[config.mk]
export PLATFORM = sky130hd
export DESIGN_NAME = decode_sequencer
export DESIGN_NICKNAME = d
export VERILOG_FILES = /design/src/rtl/decode_sequencer.sv
export SDC_FILE = /design/constraint.sdc
export NUM_CORES = 1
export LEC_CHECK = 0
export CAP_MARGIN = 20
export CELL_PAD_IN_SITES_DETAIL_PLACEMENT = 1
export CELL_PAD_IN_SITES_GLOBAL_PLACEMENT = 1
export CORE_ASPECT_RATIO = 0.7
export CORE_MARGIN = 2
export CORE_UTILIZATION = 35
export DETAILED_ROUTE_END_ITERATION = 8
export PLACE_DENSITY = 0.89
export REMOVE_ABC_BUFFERS = 1
export SLEW_MARGIN = 40
export SYNTH_ARGS = -nofsm -noshare
export SYNTH_HDL_FRONTEND = slang
export SYNTH_SLANG_ARGS = --single-unit
[constraint.sdc]
create_clock -name CLOCK_50_I -period 6 [get_ports CLOCK_50_I]
set_input_delay 0.6 -clock CLOCK_50_I [delete_from_list [all_inputs] [get_ports CLOCK_50_I]]
set_output_delay 0.6 -clock CLOCK_50_I [all_outputs]
set_load 0.05 [all_outputs]
[src/rtl/decode_sequencer.sv]
// decode_sequencer
//   Top-level sequencer and SRAM arbiter for the image-decompression pipeline.
//   Detects a UART upload (start bit on UART_RX_I), ends it after
//   TIMEOUT_CYCLES cycles without a UART SRAM write, then runs the enabled
//   decode stages M1..M3 in ascending order using a level start / finish
//   handshake. The single SRAM controller port is granted to UART, the active
//   stage, or the VGA reader depending on state.
//
// Ports
//   CLOCK_50_I, Resetn          clock, synchronous active-low reset
//   UART_RX_I                   raw UART line (0 = start bit)
//   stage_enable[2:0]           stages to run, latched when the upload ends
//   UART_SRAM_*                 UART requester (address/data/we_n)
//   stage_SRAM_*[2:0]           per-stage requesters
//   VGA_SRAM_address            VGA reader (read only)
//   stage_finish[2:0]           stage done (level or pulse)
//   SRAM_*                      granted request to the SRAM controller
//   stage_start[2:0]            one-hot level start of the running stage
//   UART_rx_initialize/enable   UART receiver control
//   VGA_enable, busy            status
//   watchdog_error              sticky stage-timeout flag
//   run_cycles                  saturating cycle count of the last decode run
module decode_sequencer #(
    parameter int TIMEOUT_CYCLES  = 50000000,
    parameter int WATCHDOG_CYCLES = 67108863
) (
    input  logic             CLOCK_50_I,
    input  logic             Resetn,
    input  logic             UART_RX_I,
    input  logic [2:0]       stage_enable,
    input  logic [17:0]      UART_SRAM_address,
    input  logic [15:0]      UART_SRAM_write_data,
    input  logic             UART_SRAM_we_n,
    input  logic [2:0][17:0] stage_SRAM_address,
    input  logic [2:0][15:0] stage_SRAM_write_data,
    input  logic [2:0]       stage_SRAM_we_n,
    input  logic [17:0]      VGA_SRAM_address,
    input  logic [2:0]       stage_finish,
    output logic [17:0]      SRAM_address,
    output logic [15:0]      SRAM_write_data,
    output logic             SRAM_we_n,
    output logic [2:0]       stage_start,
    output logic             UART_rx_initialize,
    output logic             UART_rx_enable,
    output logic             VGA_enable,
    output logic             busy,
    output logic             watchdog_error,
    output logic [31:0]      run_cycles
);

    localparam logic [2:0] S_IDLE    = 3'd0;
    localparam logic [2:0] S_RX_INIT = 3'd1;
    localparam logic [2:0] S_RX      = 3'd2;
    localparam logic [2:0] S_RUN     = 3'd3;
    localparam logic [2:0] S_GAP     = 3'd4;
    localparam logic [2:0] S_ERROR   = 3'd5;

    localparam logic [31:0] TO_LAST = 32'(TIMEOUT_CYCLES - 1);
    localparam logic [31:0] WD_LAST = 32'(WATCHDOG_CYCLES - 1);

    logic [2:0]  state_q, state_d;
    logic [1:0]  cur_q, cur_d;
    logic [2:0]  en_q, en_d;
    logic [31:0] timer_q, timer_d;
    logic [31:0] wdog_q, wdog_d;
    logic [31:0] run_q, run_d;
    logic        wd_err_q, wd_err_d;

    // Requester and finish of the currently selected stage
    logic [17:0] cur_addr;
    logic [15:0] cur_data;
    logic        cur_we_n;
    logic        cur_fin;

    always_comb begin
        cur_addr = stage_SRAM_address[0];
        cur_data = stage_SRAM_write_data[0];
        cur_we_n = stage_SRAM_we_n[0];
        cur_fin  = stage_finish[0];
        case (cur_q)
            2'd1: begin
                cur_addr = stage_SRAM_address[1];
                cur_data = stage_SRAM_write_data[1];
                cur_we_n = stage_SRAM_we_n[1];
                cur_fin  = stage_finish[1];
            end
            2'd2: begin
                cur_addr = stage_SRAM_address[2];
                cur_data = stage_SRAM_write_data[2];
                cur_we_n = stage_SRAM_we_n[2];
                cur_fin  = stage_finish[2];
            end
            default: ;
        endcase
    end

    // First stage of a run: lowest set bit of stage_enable
    logic [1:0] first_idx;
    always_comb begin
        if (stage_enable[0])      first_idx = 2'd0;
        else if (stage_enable[1]) first_idx = 2'd1;
        else                      first_idx = 2'd2;
    end

    // Next enabled stage strictly above the current one
    logic       nxt_vld;
    logic [1:0] nxt_idx;
    always_comb begin
        nxt_vld = 1'b0;
        nxt_idx = 2'd0;
        case (cur_q)
            2'd0: begin
                if (en_q[1])      begin nxt_vld = 1'b1; nxt_idx = 2'd1; end
                else if (en_q[2]) begin nxt_vld = 1'b1; nxt_idx = 2'd2; end
            end
            2'd1: if (en_q[2]) begin nxt_vld = 1'b1; nxt_idx = 2'd2; end
            default: ;
        endcase
    end

    logic [31:0] run_inc;
    assign run_inc = (run_q == 32'hFFFF_FFFF) ? run_q : run_q + 32'd1;

    always_comb begin
        state_d  = state_q;
        cur_d    = cur_q;
        en_d     = en_q;
        timer_d  = timer_q;
        wdog_d   = wdog_q;
        run_d    = run_q;
        wd_err_d = wd_err_q;
        case (state_q)
            S_IDLE: begin
                if (!UART_RX_I) begin
                    state_d = S_RX_INIT;
                    timer_d = 32'd0;
                end
            end
            S_RX_INIT: state_d = S_RX;
            S_RX: begin
                // A write in the timeout cycle wins and restarts the quiet window
                if (!UART_SRAM_we_n) begin
                    timer_d = 32'd0;
                end else if (timer_q == TO_LAST) begin
                    timer_d = 32'd0;
                    en_d    = stage_enable;
                    run_d   = 32'd0;
                    wdog_d  = 32'd0;
                    cur_d   = first_idx;
                    state_d = (stage_enable == 3'b000) ? S_IDLE : S_RUN;
                end else begin
                    timer_d = timer_q + 32'd1;
                end
            end
            S_RUN: begin
                run_d = run_inc;
                // Finish has priority over a watchdog expiry in the same cycle
                if (cur_fin) begin
                    state_d = S_GAP;
                end else if (wdog_q == WD_LAST) begin
                    wd_err_d = 1'b1;
                    state_d  = S_ERROR;
                end else begin
                    wdog_d = wdog_q + 32'd1;
                end
            end
            S_GAP: begin
                run_d  = run_inc;
                wdog_d = 32'd0;
                if (nxt_vld) begin
                    cur_d   = nxt_idx;
                    state_d = S_RUN;
                end else begin
                    state_d = S_IDLE;
                end
            end
            S_ERROR: ;
            default: state_d = S_IDLE;
        endcase
    end

    always_ff @(posedge CLOCK_50_I) begin
        if (!Resetn) begin
            state_q  <= S_IDLE;
            cur_q    <= 2'd0;
            en_q     <= 3'b000;
            timer_q  <= 32'd0;
            wdog_q   <= 32'd0;
            run_q    <= 32'd0;
            wd_err_q <= 1'b0;
        end else begin
            state_q  <= state_d;
            cur_q    <= cur_d;
            en_q     <= en_d;
            timer_q  <= timer_d;
            wdog_q   <= wdog_d;
            run_q    <= run_d;
            wd_err_q <= wd_err_d;
        end
    end

    // SRAM grant, decoded from the registered state
    logic [17:0] mux_addr;
    logic [15:0] mux_data;
    logic        mux_we_n;

    always_comb begin
        mux_addr = VGA_SRAM_address;
        mux_data = 16'd0;
        mux_we_n = 1'b1;
        case (state_q)
            S_RX_INIT, S_RX: begin
                mux_addr = UART_SRAM_address;
                mux_data = UART_SRAM_write_data;
                mux_we_n = UART_SRAM_we_n;
            end
            S_RUN: begin
                mux_addr = cur_addr;
                mux_data = cur_data;
                mux_we_n = cur_we_n;
            end
            S_GAP: mux_addr = 18'd0;
            default: ;
        endcase
    end

    assign SRAM_address    = mux_addr;
    assign SRAM_write_data = mux_data;
    // Block any write while reset is being applied, before the state clears
    assign SRAM_we_n       = Resetn ? mux_we_n : 1'b1;

    assign stage_start        = (state_q == S_RUN) ? (3'b001 << cur_q) : 3'b000;
    assign UART_rx_initialize = (state_q == S_RX_INIT);
    assign UART_rx_enable     = (state_q == S_RX);
    assign VGA_enable         = (state_q == S_IDLE) || (state_q == S_ERROR);
    assign busy               = (state_q != S_IDLE) && (state_q != S_ERROR);
    assign watchdog_error     = wd_err_q;
    assign run_cycles         = run_q;

endmodule

==> impl.org <==
** Status
- The flow ran to the end, and the final reports show no timing, DRC or antenna violations.

** Min path
- The path class of the tightest hold or removal check is reg2reg.

** Clock tree
- Clock root buffer :: clkbuf_16
- Number of buffers added by the clock tree synthesis step :: 9
- H-tree depth :: 3
- CTS saw 104 sinks.
- For the worst-skew pair, the clock arrives at the later sink with an insertion delay of 0.36 ns.
- Resized Gates After CTS :: 0
- Clock slew seen by the registers of the worst setup and hold paths :: 0.08 ns
- Number of hold-repair buffers added at the cts stage :: 0
- After clock tree synthesis, the setup repair step added 0 buffers.
- The clock passes through at most 2 buffers.
- TritonCTS built the clock tree.

** Yosys
- For this run, the leading register cell type out of synthesis is dfxtp_1.
- After synthesis, the netlist uses 65 different library cells.
- The largest total area in the synthesized netlist belongs to dfxtp_1.
- Counting flops with a built-in enable in the synthesized netlist gives 0.
- For this run, the number of Yosys warnings is 0.
- The average instance in the mapped netlist occupies 7.19 um^2.
- Ranking of synthesized cells by area :: dfxtp_1 (29%), nor2_1 (7.6%), a21oi_1 (5.8%)
- Yosys top cell area share :: 28.9%
- Netlist area before placement :: 7190 um^2
- Synthesis handed over a netlist of 1000 instances.
- Counting flops with an async set or reset pin after synthesis yields a share of 0%.
- Sequential-to-total area share from yosys stat :: 28.9%
- The synthesized design contains 104 register bits.

** Global routing
- Entering global routing, the biggest net connects 49 pins.
- The number of antenna violations at the first check in global routing came to 0.
- The number of global-route vias before repair is 8465.
- Total routing resource utilization after global routing :: 25.6%
- Global-route wire length before repair :: 44900 um
- Total global routing overflow :: 0

** Timing
- In the final timing run, aggregate negative setup slack is 0 ns.
- Setup violations remaining at the end of the flow were counted as 0.
- Final Hold Viols :: 0
- The worst path meets setup with 1.76 ns of slack.
- Unrepaired setup endpoints after global routing :: no
- On the final layout, the worst hold slack is 0.467 ns.
- After layout, the worst path uses 70.7% of the clock period.
- The count of pins over their slew limit came to 0.
- Clock skew :: 0.0178 ns
- At the pin with the least slew margin, the transition time is 0.904 ns.
- Clock period minus final worst setup slack :: 4.24 ns
- Max Clk Rate :: 236 MHz
- Measured against its own limit, the worst slew margin works out to 39.7%.

** Detailed routing
- Dividing the detail-routed wire length by the instance count gives 19.7 um.
- In the routed design, unresolved DRC markers number 0.
- DRT antenna net count :: 0
- The final layout contains routed wiring with a total length of 29000 um.
- Detailed routing inserted a total of 8556 vias.
- Vias per std cell :: 5.82
- Starting DRC count in detailed routing :: 635
- First-pass detailed-route iteration total :: 5

** Layout
- Final net count :: 1370
- For this run, the number of standard cells in the final layout without fillers is 1471.
- The number of antenna diodes in the final layout is 0.
- Of the cells placed in the final design, the portion with a size suffix greater than 1 is 4.75%.
- At the end of the flow the core is filled with cells to 50.6%.
- Area growth from synthesis to layout :: 40.5%
- Number of fill cells in the layout :: 2476
- Final instance area :: 10100 um^2

** Critical path
- The setup path with the least slack is of type reg2out.
- Data on the critical path is required at its endpoint by 5.40 ns.
- Along the worst path, the maximum fanout reaches 21.
- At the worst endpoint, the arrival time is 3.64 ns.
- Kind of end point of the critical path :: output port
- Startpoint types :: register

** Floorplanning
- Full die area :: 21700 um^2
- Core Area :: 20000 um^2
- In this run the core area contains 43 standard-cell rows.
- Chip height :: 124 um
- For this configuration, the core starts out at a cell density of 36.0%.
- For this design the top-level I/O count stands at 242.
- From left edge to right edge, the die measures 175 um.

** Job
- Count of max-cap constraint violations :: 0

** Power
- Dividing total power by cell area gives a power density of 256 nW/um^2.
- VDD sags by at most 0.194 mV.
- For this design the static power due to leakage is 3.40 nW.
- Total Power :: 2.59 mW

** Placed design
- The HPWL after detailed placement is 21800 um.
- Post-place setup slack :: 2.19 ns
- Port buffering added 241 buffers.
- Placed cells :: 1455
- Placer Congestion :: 0.931
- Placement Cell Area :: 9740 um^2
[worst max-delay path, stage by stage (launching register included)]
cell and delay [ns]:
dfxtp_1 0.31, inv_1 0.12, ha_1 0.77, buf_4 0.40
a22oi_1 0.12, a21oi_1 0.17, mux2i_1 0.10, a211oi_1 0.28
a21oi_1 0.07, nor2_1 0.11, clkdlybuf4s50_1 0.82
[synthesized netlist by cell type (24+ instances only)]
| master | count |
|---|---|
| nor2_1 | 146 |
| nand2_1 | 108 |
| dfxtp_1 | 104 |
| a21oi_1 | 83 |
| o21ai_0 | 75 |
| clkbuf_1 | 41 |
| a22oi_1 | 35 |
| nand3_1 | 33 |
| nand4_1 | 33 |
| o21ai_1 | 28 |
| mux2i_1 | 25 |
| o31ai_1 | 24 |
[layout by cell type, fill, tap and decap left out, types with 15 or more instances in the layout]
cell	count
mux2i_1	25
nand2_1	105
nor2_1	144
a31oi_1	23
nand4_1	33
nand3_1	32
dfxtp_1	103
a21oi_1	83
and3_1	17
nor3_1	21
xnor2_1	19
o21ai_1	28
o31ai_1	24
and4_1	15
a22oi_1	35
clkdlybuf4s50_1	241
inv_1	19
a211oi_1	23
o21ai_0	75
[layer usage]
layer | GRT usage (%) | share of wire, % | wire length (um)
met1 | 32.8 | 44 | 12700
met2 | 43.3 | 47 | 13700
met3 | 6.17 | 6.3 | 1820
met4 | 7.50 | 2.5 | 727
met5 | 0 | 0 | 0
[report_power, final]
group | internal, mW | switching, mW
Sequential | 0.701 | 0.0427
Combinational | 0.411 | 0.754
Clock | 0.385 | 0.293
Total | 1.50 | 1.09
[path summary, 6_finish.rpt]
path | start | end | slack (ns) | cells after the start
min | wdog_q[17]$_SDFFE_PN0P_ | wdog_q[17]$_SDFFE_PN0P_ | 0.47 | 1
min reg2reg | wdog_q[17]$_SDFFE_PN0P_ | wdog_q[17]$_SDFFE_PN0P_ | 0.47 | 1
max | cur_q[1]$_SDFFE_PN0P_ | SRAM_address[6] | 1.76 | 10
max reg2reg | state_q[2]$_SDFFE_PN0P_ | run_cycles[21]$_SDFFE_PN0P_ | 2.67 | 7
[logic make-up (layout without fill, tap and decap cells)]
family                     after synthesis  after routing  share of synthesized area [%]
buffers and inverters                   83            284                           4.83
muxes                                   25             25                           3.48
and+or+nand+nor                        432            432                           30.8
xor gates and xnor gates                30             30                           3.65
adders and majority gates                7              7                           1.22
AOI/OAI and AO/OA                      319            319                           27.1
DFF                                    104            104                           28.9
[area by class of cell]
| class | count | area, um^2 | area share (%) |
|---|---|---|---|
| sequential | 104 | 2090 | 20.6 |
| tap | 270 | 338 | 3.34 |
| clock buffer | 10 | 239 | 2.37 |
| multi-input combinational | 813 | 4800 | 47.5 |
| clock inverter | 6 | 98.8 | 0.978 |
| timing repair buffer | 248 | 2460 | 24.4 |
| inverter | 20 | 75.1 | 0.743 |
[state kept, by name (all words and copies together), names as in the netlist]
register	cells
timer_q	32
run_cycles	32
en_q	2
watchdog_error	1
wdog_q	32
state_q	3
cur_q	2
(Power assumes the default switching activity.)
